$ cat src/rtl/shot_game_clock_if.sv
// Signal bundle between the game-clock stage and its neighbours: key pulses in,
// BCD shot-clock digits, quarter index and event pulses out.
interface shot_game_clock_if;
  logic       start;
  logic       shot_rst;
  logic [3:0] shot_tens;
  logic [3:0] shot_ones;
  logic [1:0] quarter;
  logic       running;
  logic       shot_expire;
  logic       quarter_end;
  logic       game_over;

  modport master (
    output start, shot_rst,
    input  shot_tens, shot_ones, quarter, running, shot_expire, quarter_end, game_over
  );

  modport slave (
    input  start, shot_rst,
    output shot_tens, shot_ones, quarter, running, shot_expire, quarter_end, game_over
  );
endinterface

$ cat src/rtl/shot_game_clock.sv
// BCD shot clock, per-quarter countdown and four-quarter sequencer.
// Optional macro SHOT_AUTO_RELOAD_EN: reload the shot clock the cycle after it expires.
module shot_game_clock #(
  parameter int TICK_DIV    = 12_000_000,
  parameter int SHOT_SEC    = 24,
  parameter int QUARTER_SEC = 120
) (
  input  logic               clk,
  input  logic               rstn,
  shot_game_clock_if.slave   bus
);

  localparam int              PW        = $clog2(TICK_DIV);
  localparam logic [PW-1:0]   PRESC_MAX = PW'(TICK_DIV - 1);
  localparam logic [3:0]      SHOT_T    = 4'(SHOT_SEC / 10);
  localparam logic [3:0]      SHOT_O    = 4'(SHOT_SEC % 10);
  localparam logic [7:0]      QSEC      = 8'(QUARTER_SEC);

  typedef enum logic [2:0] {S_IDLE, S_RUN, S_PAUSED, S_QEND, S_OVER} state_t;

  state_t        r_state;
  state_t        w_state_next;
  logic [PW-1:0] r_presc;
  logic [7:0]    r_qtime;
  logic [3:0]    r_tens;
  logic [3:0]    r_ones;
  logic [1:0]    r_quarter;
  logic          r_running;
  logic          r_shot_expire;
  logic          r_quarter_end;
  logic          r_game_over;

  logic          w_tick;
  logic          w_q_hit;
  logic          w_shot_hit;
  logic          w_shot_dec;
  logic          w_arm;
  logic          w_launch;
  logic [3:0]    w_tens_next;
  logic [3:0]    w_ones_next;

  assign w_tick     = (r_state == S_RUN) && (r_presc == PRESC_MAX);
  assign w_q_hit    = w_tick && (r_qtime == 8'd1);
  assign w_shot_dec = w_tick && !((r_tens == 4'd0) && (r_ones == 4'd0));
  assign w_shot_hit = w_tick && (r_tens == 4'd0) && (r_ones == 4'd1);
  assign w_arm      = (r_state == S_QEND) && bus.start;
  assign w_launch   = ((r_state == S_IDLE) && bus.start) || w_arm;

  // Quarter expiry outranks a simultaneous start, so the pause request is dropped.
  always_comb begin
    w_state_next = r_state;
    case (r_state)
      S_IDLE:   if (bus.start) w_state_next = S_RUN;
      S_RUN: begin
        if (w_q_hit)        w_state_next = (r_quarter == 2'd3) ? S_OVER : S_QEND;
        else if (bus.start) w_state_next = S_PAUSED;
      end
      S_PAUSED: if (bus.start) w_state_next = S_RUN;
      S_QEND:   if (bus.start) w_state_next = S_RUN;
      S_OVER:   w_state_next = S_OVER;
      default:  w_state_next = S_IDLE;
    endcase
  end

  // Later assignments win: any reload source overrides the tick's decrement.
  always_comb begin
    w_tens_next = r_tens;
    w_ones_next = r_ones;
    if (w_shot_dec) begin
      if (r_ones == 4'd0) begin
        w_tens_next = r_tens - 4'd1;
        w_ones_next = 4'd9;
      end else begin
        w_ones_next = r_ones - 4'd1;
      end
    end
`ifdef SHOT_AUTO_RELOAD_EN
    if (r_shot_expire) begin
      w_tens_next = SHOT_T;
      w_ones_next = SHOT_O;
    end
`endif
    if (w_q_hit || w_arm || (bus.shot_rst && (r_state != S_OVER))) begin
      w_tens_next = SHOT_T;
      w_ones_next = SHOT_O;
    end
  end

  always_ff @(posedge clk or negedge rstn) begin
    if (!rstn) begin
      r_state       <= S_IDLE;
      r_presc       <= '0;
      r_qtime       <= QSEC;
      r_tens        <= SHOT_T;
      r_ones        <= SHOT_O;
      r_quarter     <= 2'd0;
      r_running     <= 1'b0;
      r_shot_expire <= 1'b0;
      r_quarter_end <= 1'b0;
      r_game_over   <= 1'b0;
    end else begin
      r_state       <= w_state_next;
      r_tens        <= w_tens_next;
      r_ones        <= w_ones_next;
      r_running     <= (w_state_next == S_RUN);
      r_game_over   <= (w_state_next == S_OVER);
      r_shot_expire <= w_shot_hit;
      r_quarter_end <= w_q_hit;
      // The prescaler holds while paused so a partial second survives the pause.
      if (w_launch)
        r_presc <= '0;
      else if (r_state == S_RUN)
        r_presc <= w_tick ? '0 : r_presc + 1'b1;
      if (w_arm) begin
        r_qtime   <= QSEC;
        r_quarter <= r_quarter + 2'd1;
      end else if (w_tick) begin
        r_qtime <= r_qtime - 8'd1;
      end
    end
  end

  assign bus.shot_tens   = r_tens;
  assign bus.shot_ones   = r_ones;
  assign bus.quarter     = r_quarter;
  assign bus.running     = r_running;
  assign bus.shot_expire = r_shot_expire;
  assign bus.quarter_end = r_quarter_end;
  assign bus.game_over   = r_game_over;

endmodule

$ cat src/flat_wrapper.sv
// flat-port wrapper written by rule: the top's interface ports become plain ports
module shot_game_clock_flat 
#(
  parameter int TICK_DIV    = 12_000_000,
  parameter int SHOT_SEC    = 24,
  parameter int QUARTER_SEC = 120
)
  (clk, rstn, bus_start, bus_shot_rst, bus_shot_tens, bus_shot_ones, bus_quarter, bus_running, bus_shot_expire, bus_quarter_end, bus_game_over);
  shot_game_clock_if bus_i ();
  input  logic clk;
  input  logic rstn;
  input wire logic [$bits(bus_i.start)-1:0] bus_start;
  input wire logic [$bits(bus_i.shot_rst)-1:0] bus_shot_rst;
  output wire logic [$bits(bus_i.shot_tens)-1:0] bus_shot_tens;
  output wire logic [$bits(bus_i.shot_ones)-1:0] bus_shot_ones;
  output wire logic [$bits(bus_i.quarter)-1:0] bus_quarter;
  output wire logic [$bits(bus_i.running)-1:0] bus_running;
  output wire logic [$bits(bus_i.shot_expire)-1:0] bus_shot_expire;
  output wire logic [$bits(bus_i.quarter_end)-1:0] bus_quarter_end;
  output wire logic [$bits(bus_i.game_over)-1:0] bus_game_over;
  assign bus_i.start = bus_start;
  assign bus_i.shot_rst = bus_shot_rst;
  assign bus_shot_tens = bus_i.shot_tens;
  assign bus_shot_ones = bus_i.shot_ones;
  assign bus_quarter = bus_i.quarter;
  assign bus_running = bus_i.running;
  assign bus_shot_expire = bus_i.shot_expire;
  assign bus_quarter_end = bus_i.quarter_end;
  assign bus_game_over = bus_i.game_over;
  shot_game_clock #(.TICK_DIV(TICK_DIV), .SHOT_SEC(SHOT_SEC), .QUARTER_SEC(QUARTER_SEC)) u_core (.clk(clk), .rstn(rstn), .bus(bus_i));
endmodule
$ cat config.mk
export PLATFORM = sky130hd
export DESIGN_NAME = shot_game_clock_flat
export DESIGN_NICKNAME = d
export VERILOG_FILES = /design/src/rtl/shot_game_clock_if.sv /design/src/rtl/shot_game_clock.sv /design/src/flat_wrapper.sv
export SDC_FILE = /design/constraint.sdc
export NUM_CORES = 1
export LEC_CHECK = 0
export ABC_AREA = 0
export BUFFER_PORTS_ARGS = -buffer_cell sky130_fd_sc_hd__buf_2
export CAP_MARGIN = 20
export CORE_MARGIN = 4
export CORE_UTILIZATION = 55
export CTS_CLUSTER_DIAMETER = 150
export CTS_CLUSTER_SIZE = 40
export DETAILED_ROUTE_END_ITERATION = 7
export HOLD_SLACK_MARGIN = 0.08
export PLACE_DENSITY = 0.77
export SLEW_MARGIN = 20
export SYNTH_ARGS = -nofsm -noshare
export SYNTH_HDL_FRONTEND = slang
export SYNTH_SLANG_ARGS = --single-unit
$ cat constraint.sdc
create_clock -name clk -period 3.7 [get_ports clk]
set_clock_uncertainty 0.05 [all_clocks]
set_input_delay 0.74 -clock clk [delete_from_list [all_inputs] [get_ports clk]]
set_output_delay 0.74 -clock clk [all_outputs]
set_load 0.02 [all_outputs]
==> results of run 1 <==
## report_power, final
part           switching (µW)  internal, µW  total [µW]
registers                76.1           592         668
logic                     215           137         352
clock network             180           133         314
## cells in the final DEF, fill, tap and decap left out, drive strengths merged, types with 7 or more instances in the layout
master	n
ha	7
a21oi	13
buf	18
nor4	15
nand3	17
nand2	24
nor3	10
or4	9
a31oi	7
and3	8
o31ai	10
nor2	29
dfrtp	43
inv	10
xnor2	16
o21ai	10
## cell type report
cell class,count,area (µm²)
inverters,10,37.5
flip-flops and latches,49,1230
clock buffers,6,72.6
multi-input cells,227,1450
repair buffers,18,95.1
fillers,438,1830
well taps,67,83.8
clock inverters,2,15.0
## registers in the layout, indices dropped and copies added, names as in the netlist
| name | count |
|---|---|
| u_core.bus.game_over | 1 |
| u_core.r_qtime | 8 |
| u_core.r_state | 3 |
| u_core.bus.running | 1 |
| u_core.bus.shot_ones | 4 |
| u_core.bus.shot_expire | 1 |
| u_core.r_presc | 24 |
| u_core.bus.quarter | 2 |
| u_core.bus.shot_tens | 4 |
| u_core.bus.quarter_end | 1 |
## critical path: cells and delay by family, from the launching register on
kind	cells	cell delay (ns)
DFF	1	0.62
AOI/OAI and AO/OA	2	0.94
and+or+nand+nor	2	0.85
## worst max path at each step
stage | start | endpoint | slack, ns
after CTS | u_core.r_state[2] | u_core.r_presc[19] | 1.17
after detailed placement | u_core.r_state[2] | u_core.r_presc[19] | 1.20
after floorplan | u_core.r_presc[14] | u_core.r_presc[0] | 1.63
after global placement | u_core.r_state[2] | u_core.r_presc[19] | 1.27
final | u_core.r_state[2] | u_core.r_presc[19] | 1.15
after global routing | u_core.r_state[2] | u_core.r_presc[20] | 0.97
## per-stage QoR
step	cells	total power, µW	utilization, %	hold WS [ns]
after floorplan	299	952	-	0.394
after CTS	379	1350	62.0	0.465
final	379	1330	62.1	0.395
after detailed placement	371	1030	60.2	0.450
after global routing	379	1430	62.1	0.429
after global placement	371	1020	60.2	0.441
## layer usage
metal | global-route usage, % | vias to the layer above | share of wire (%)
li1 | - | 1122 | -
met1 | 27.8 | 1108 | 47
met2 | 30.6 | 52 | 46
met3 | 4.06 | 8 | 5.0
met4 | 6.70 | 0 | 1.5
met5 | 0 | - | 0
## logic make-up after synthesis
group	share of synthesized area, %
and+or+nand+nor	31.3
AOI/OAI and AO/OA	11.4
DFF	44.0
buffers and inverters	4.11
xor gates and xnor gates	5.63
adders and majority gates	3.13
muxes	0.402
==> results.md, run 1 <==
* Port Buffers at 17
* Post-synth top area cell: dfrtp_1
* Placed cell areas at 2900 µm²
* Die width at 79.4 µm
* Clock tree root buffer cell: clkbuf_8
* Fin Setup TNS at 0 ns
* Crit path kind: flip-flop to flip-flop
* Synth Area per Inst at 9.37 µm²
* Critical Path Most Common Cell: a31oi_1
* Yosys Warn Count at 0
* Postcts setup bufs at 0
* Status: finished, final reports clean
* Final Routed Wirelength at ~5700 µm
* Fmax at 391 MHz
* Hold Violations, Final at 0
* Drt pass-1 iters at 4
* Ys flop type: dfrtp_1
* Final Cycle Share at 69.0%
* Pwr Density at 446 nW/µm²
* Min cycle time layout at about 2.6 ns
* Number of synthesized flops with an enable pin at 0
* RSZ-0062 raised after global routing: false
* Design area at 2990 µm²
* Place WS at 1.20 ns
* CTS buffer count at 5
* First-pass GRT wire length at 9920 µm
* Final setup viols at 0
* Reg2Reg Depth at 4
* Final WS setup at around 1.1 ns
* Reg-to-Reg Start: u_core.r_state[2]
* Relative slew slack at 33.8%
* Starting Density at 58.2%
* Clock Path Buffers at 2
* Gpl congestion at 0.874
* Synthesis-stage register bit count at a little under 50
* Clk pin slew, worst setup/hold paths at roughly 0.090 ns
* IO Pins at 18
* Grt ovf at 0
* Initial DRC count at 121
* Crit-path cells: or3b_1, a31oi_1, or2b_1, a31oi_1
* Vias in the first global route at 2085
* Clock sink count at 49
* Area Overhead vs Synth at 6.74%
* CTS tree: yes
* Drt drc at 0
* HPWL after DPL at 4100 µm
* Core area at 4820 µm²
* Synth Cell Area at 2800 µm²
* Crit path DAT at 2.72 ns
* Crit-path max cell delay at 0.76 ns
* Initial antenna violation count at 0
* Overall Global Routing Usage at a little under 20%
* Type of the most critical hold path: input pin to async pin
* Sequential-to-total area share from yosys stat at approximately 44%
* Die Y at 79.4 µm
* Crit path launch type: flip-flop
* Area of the die at roughly 6300 µm²
* Final Max Slew Viols at 0
* Row cnt at 25
* DR vias at 2290
* Worst Tran Pin Value at 0.988 ns
* Top cell type's share of synthesized area at 38.4%
* Syn Nets at 310
* CP endpoint kind: flip-flop
* Count leader, synth: dfrtp_1
* Max Cap Viol at 0
* Slowest CP cell: a31oi_1
* Number of antenna diodes at 0
* Vias per std cell at 6.04
* Worst Path Required at 3.87 ns
* Layout cells sized above 1 at 14.4%
* RR Endpoint: u_core.r_presc[19]
* Netlist cell types at 52
* # resized after CTS at 0
* Routed Antenna Nets at 0
* Peak VDD IR at 0.228 mV
* Largest net degree at the start of global routing at 50
* H-tree levels at 2
* Worst-Skew Late Latency at around 0.30 ns
* Hold_buf cts at 0
* Crit-path max FO at 22
* Nets@finish at 322
* Largest cells by area after synthesis: dfrtp_1 (38%), dfstp_2 (5.6%), xnor2_1 (5.0%)
* Slack of the worst reg-to-reg path at 1.15 ns
* Post-synth top cells: dfrtp_1 (43), nor2_1 (27), nand2_1 (24), nand3_1 (17), xnor2_1 (16)
* Wire per inst at 15.0 µm
* Async SR Flop Fraction at 100%
* Leak at 0.00122 µW
* Mapped Cells at 299
No activity file was read; power rests on OpenSTA's default activity.
==> inputs of run 2 (changes only) <==
==> constraint.sdc (replaced) <==
create_clock -name clk -period 2.41 [get_ports clk]
set_clock_uncertainty 0.05 [all_clocks]
set_input_delay 0.482 -clock clk [delete_from_list [all_inputs] [get_ports clk]]
set_output_delay 0.482 -clock clk [all_outputs]
set_load 0.02 [all_outputs]
==> results.md, run 2 (same netlist as run 1, synthesis figures left out) <==
* Fillers at 423
* Combinational fraction of design power at 28.8%
* Crit-path max FO at 19
* Register area at 1230 µm²
* Starting Density at between 50% and 60%
* CP endpoint kind: flip-flop
* Commonest cells after routing, fill and taps aside: dfrtp_1 (43), nor2_1 (27), nand2_1 (24)
* Worst-Skew Late Latency at 0.30 ns
* Max Cap Viol at 0
* Pwr Density at approximately 700 nW/µm²
* Routed Antenna Nets at 0
* Clock share of power at 27.2%
* CP delay by family, top: simple AND/OR/NAND/NOR gates
* Type of the most critical hold path: input pin to async pin
* Number of antenna diodes at 0
* Fmax at 439 MHz
* Clock tree root buffer cell: clkbuf_8
* RR Endpoint: u_core.bus.shot_tens[3]
* Port Buffers at 17
* Leak at 0.00130 µW
* CTS buffer count at 5
* Row cnt at 25
* Reg2Reg Depth at 5
* Register name with the most flops: u_core.r_presc
* Min cycle time layout at 2.28 ns
* Place WS at about 0.17 ns
* Final Cycle Share at 94.5%
* Gpl congestion at ~0.90
* Crit path kind: flip-flop to flip-flop
* Vias in the first global route at 2209
* Nets@finish at 334
* Largest net degree at the start of global routing at 29
* Final WS setup at 0.133 ns
* Sequential power share at 44.0%
* Peak VDD IR at about 0.43 mV
* Worst Tran Pin Value at roughly 0.63 ns
* Hold_buf cts at 0
* H-tree levels at 2
* Final hold slack at 0.132 ns
* DR vias at between 2k and 2.5k
* Stages on worst setup path at 5
* IO Pins at 18
* CTS tree: yes
* Layout Cells excl Fill at between 300 and 400
* Die width at between 70 and 80 µm
* Max reg flops at 24
* Final Routed Wirelength at 6040 µm
* RSZ-0062 raised after global routing: false
* Drt pass-1 iters at 4
* Cell Int Power at about 1500 µW
* Crit path launch type: flip-flop
* Area Overhead vs Synth at 11.1%
* CP Buf/Inv Count at 0
* Fin Setup TNS at 0 ns
* Final setup viols at 0
* Crit-path cells: or4_4, nor2_2, nand4_4, or4_1, a21oi_1
* Clock Path Buffers at 2
* Placed cells at ~380
* HPWL after DPL at 4460 µm
* Relative slew slack at 58.2%
* Sw Pwr at 733 µW
* Initial antenna violation count at 0
* Hold Violations, Final at 0
* Worst Path Required at 2.60 ns
* Grt ovf at 0
* Crit-path max cell delay at 0.57 ns
* Commonest non-fill, non-tap cell in the layout: dfrtp_1
* Clk pin slew, worst setup/hold paths at 0.09 ns
* Wire per inst at 15.4 µm
* Switching share of power at 32.7%
* Crit path DAT at between 2 and 2.5 ns
* Layout cells sized above 1 at roughly 18%
* Biggest regs: u_core.r_presc: 24 flops, u_core.r_qtime: 8 flops
* Slowest CP cell: or4_4
* Reg-to-Reg Start: u_core.r_presc[13]
* Overall Global Routing Usage at a little over a fifth
* Slack of the worst reg-to-reg path at 0.13 ns
* First-pass GRT wire length at ~10000 µm
* Multi-input combinational cell area at 1460 µm²
* Status: finished, final reports clean
* Initial DRC count at around 110
* Total power at roughly 2200 µW
* Core area at 4820 µm²
* Area of the die at 6300 µm²
* Clock sink count at 49
* Die Y at 79.4 µm
* Final Max Slew Viols at 0
* Vias per std cell at 6.09
* Drt drc at 0
run 2: changes by cell type in the layout (fill, tap and decap cells not counted), sizes merged:
cell	delta
clkinvlp	-2
buf	+12
bufinv	+1
clkbuf	+1
run 2: power groups by stage:
stage | registers [µW] | clock network [µW] | logic, µW
floorplan | 1020 | 0 | 440
global placement | 996 | 0 | 631
detailed placement | 999 | 0 | 639
CTS | 984 | 620 | 641
global route | 998 | 662 | 723
finish | 986 | 609 | 645
run 2: layer usage:
metal	global-route usage (%)	wire, µm
met5	0	0
met4	8.42	100
met3	4.40	309
met2	35.1	2980
met1	26.4	2640
run 2: cell type report:
type                    instances  share of cell area (%)
multi-input cells             227                    46.9
clock buffers                   7                    2.77
clock inverters                 1                   0.965
flip-flops and latches         49                    39.6
repair buffers                 30                    5.87
well taps                      67                    2.69
inverters                      10                    1.21
run 2: worst max path at each step:
stage / start / to / slack, ns
after global placement: u_core.r_presc[14] / u_core.bus.shot_tens[3] / 0.24
after floorplan: u_core.r_presc[14] / u_core.r_presc[0] / 0.34
after global routing: u_core.r_presc[2] / u_core.r_presc[23] / 0.05
final: u_core.r_presc[13] / u_core.bus.shot_tens[3] / 0.13
after CTS: u_core.r_presc[13] / u_core.r_presc[22] / 0.16
after detailed placement: u_core.r_presc[14] / u_core.r_presc[22] / 0.17
run 2: through the flow:
| step | utilization [%] | instance area (µm²) |
|---|---|---|
| after floorplan | - | 2800 |
| after global placement | 62.1 | 2990 |
| after detailed placement | 62.1 | 2990 |
| after CTS | 64.5 | 3110 |
| after global routing | 64.6 | 3110 |
| final | 64.6 | 3110 |
run 2: timing repair:
action                     in CTS  in global routing
setup endpoints to repair       0                  2
gates resized for setup         0                  1
buffers inserted                0                  0
==> inputs of run 3 (changes only) <==
--- a/config.mk
+++ b/config.mk
@@ -8,6 +8,7 @@
 export ABC_AREA = 0
 export BUFFER_PORTS_ARGS = -buffer_cell sky130_fd_sc_hd__buf_2
 export CAP_MARGIN = 20
+export CORE_ASPECT_RATIO = 1.25
 export CORE_MARGIN = 4
 export CORE_UTILIZATION = 55
 export CTS_CLUSTER_DIAMETER = 150
@@ -15,6 +16,7 @@
 export DETAILED_ROUTE_END_ITERATION = 7
 export HOLD_SLACK_MARGIN = 0.08
 export PLACE_DENSITY = 0.77
+export SKIP_CTS_REPAIR_TIMING = 1
 export SLEW_MARGIN = 20
 export SYNTH_ARGS = -nofsm -noshare
 export SYNTH_HDL_FRONTEND = slang
==> constraint.sdc (replaced) <==
create_clock -name clk -period 2.6 [get_ports clk]
set_clock_uncertainty 0.05 [all_clocks]
set_input_delay 0.52 -clock clk [delete_from_list [all_inputs] [get_ports clk]]
set_output_delay 0.52 -clock clk [all_outputs]
set_load 0.02 [all_outputs]
==> results.md, run 3 (same netlist as run 1, synthesis figures left out) <==
* Status: finished, final reports clean
* CP endpoint kind: flip-flop
* Crit-path cells: or3b_1, a31oi_1, or2b_1, a31oi_1
* Total power at 2020 µW
* Pwr Density at 659 nW/µm²
* Crit path DAT at 2.53 ns
* Commonest non-fill, non-tap cell in the layout: dfrtp_1
* Crit path kind: flip-flop to flip-flop
* Port Buffers at 17
* DR vias at 2287
* Peak VDD IR at 0.400 mV
* Overall Global Routing Usage at 20.5%
* Crit-path max cell delay at 0.79 ns
* Min cycle time layout at 2.34 ns
* Routed wl met3 at 238 µm
* Routed Antenna Nets at 0
* Clock tree root buffer cell: clkbuf_8
* DR top layer: met4
* Type of the most critical hold path: input pin to async pin
* Final Cycle Share at about nine tenths
* Fillers at 409
* Sw Pwr at 665 µW
* Placed cells at roughly 370
* Area of the die at 6310 µm²
* Metal1 wirelength at between 2000 and 3000 µm
* Sequential power share at 47.0%
* Crit-path max FO at 14
* Worst-Skew Late Latency at 0.30 ns
* Area Overhead vs Synth at 9.29%
* Number of antenna diodes at 0
* Fin Setup TNS at 0 ns
* Layout cells sized above 1 at 16.1%
* Worst Tran Pin Value at 1.02 ns
* Gpl congestion at between 0.8 and 0.9
* Row cnt at 28
* Commonest cells after routing, fill and taps aside: dfrtp_1 (43), nor2_1 (27), nand2_1 (24)
* First-pass GRT wire length at 10300 µm
* Core area at about 4800 µm²
* Final Max Slew Viols at 0
* Clock sink count at 49
* Met2 Wirelength at 3030 µm
* Crit path launch type: flip-flop
* Vias per std cell at approximately 6.1
* Clk pin slew, worst setup/hold paths at 0.10 ns
* Final setup viols at 0
* Grt ovf at 0
* Leak at 0.00126 µW
* Layout Cells excl Fill at around 380
* Nets@finish at 327
* RSZ-0062 raised after global routing: false
* IO Pins at 18
* Combinational fraction of design power at 24.7%
* Die width at 71.8 µm
* Max reg flops at 24
* Wire per inst at 15.6 µm
* Critical Path Most Common Cell: a31oi_1
* Clock share of power at around 28%
* Drt drc at 0
* Hold Violations, Final at 0
* Cell Int Power at 1350 µW
* Max Cap Viol at 0
* Die Y at 87.8 µm
* Biggest regs: u_core.r_presc: 24 flops, u_core.r_qtime: 8 flops
* Worst Path Required at 2.78 ns
* Initial DRC count at around 120
* Largest net degree at the start of global routing at 27
* Starting Density at 57.9%
* Clock Path Buffers at 2
* Final Routed Wirelength at 5880 µm
* Register name with the most flops: u_core.r_presc
* Relative slew slack at 31.7%
* HPWL after DPL at 4240 µm
* H-tree levels at 2
* Fmax at about 430 MHz
* Initial antenna violation count at 0
* CTS tree: yes
* Switching share of power at 33.0%
* Drt pass-1 iters at 4
* CTS buffer count at 5
* Slowest CP cell: a31oi_1
* Vias in the first global route at around 2.3k
==> run 3: worst max-delay path: cells and delay by family (launching register included) <==
kind	cells	cell delay [ns]
DFF	1	0.50
and+or+nand+nor	2	0.78
AOI/OAI and AO/OA	2	0.95
==> run 3: area by class of cell <==
type / instances / area [µm²] / share of cell area (%)
Multi-Input combinational cell: 227 / 1450 / 47.4
Sequential cell: 49 / 1230 / 40.3
Timing Repair Buffer: 23 / 143 / 4.66
Clock buffer: 6 / 82.6 / 2.70
Tap cell: 60 / 75.1 / 2.45
Clock inverter: 2 / 37.5 / 1.23
Inverter: 10 / 37.5 / 1.23
==> run 3: worst paths after layout <==
kind                       cells after the start              start  slack [ns]                     end
max                                            4  u_core.r_state[1]        0.26      u_core.r_presc[19]
min                                            1               rstn        0.15  u_core.bus.quarter_end
max in group asynchronous                      2               rstn        1.74       u_core.r_qtime[5]
min in group clk                               2  u_core.r_qtime[1]        0.47       u_core.r_qtime[1]
max reg2reg                                    4  u_core.r_state[1]        0.26      u_core.r_presc[19]
min reg2reg                                    2  u_core.r_qtime[1]        0.47       u_core.r_qtime[1]
==> run 3: power groups by stage <==
| stage | clock, µW | sequential [µW] | combinational (µW) |
|---|---|---|---|
| 6_report | 571 | 947 | 499 |
| 5_1_grt | 618 | 968 | 559 |
| 4_1_cts | 591 | 944 | 502 |
| 3_5_place_dp | 0 | 958 | 502 |
| 3_3_place_gp | 0 | 955 | 494 |
| 2_1_floorplan | 0 | 946 | 408 |
==> run 3: metal layers <==
metal,global-route usage (%),vias up
li1,-,1136
met4,9.40,0
met3,4.02,7
met2,35.8,46
met1,24.3,1098
met5,0,-
==> run 3: through the flow <==
| step | hold WS [ns] | setup WS (ns) | util [%] | cell area (µm²) |
|---|---|---|---|---|
| after floorplan | 0.174 | 0.527 | - | 2800 |
| after global placement | 0.439 | 0.351 | 60.8 | 2940 |
| after detailed placement | 0.453 | 0.292 | 60.8 | 2940 |
| after CTS | 0.153 | 0.278 | 63.3 | 3060 |
| after global routing | 0.172 | 0.0844 | 63.3 | 3060 |
| final | 0.146 | 0.256 | 63.3 | 3060 |
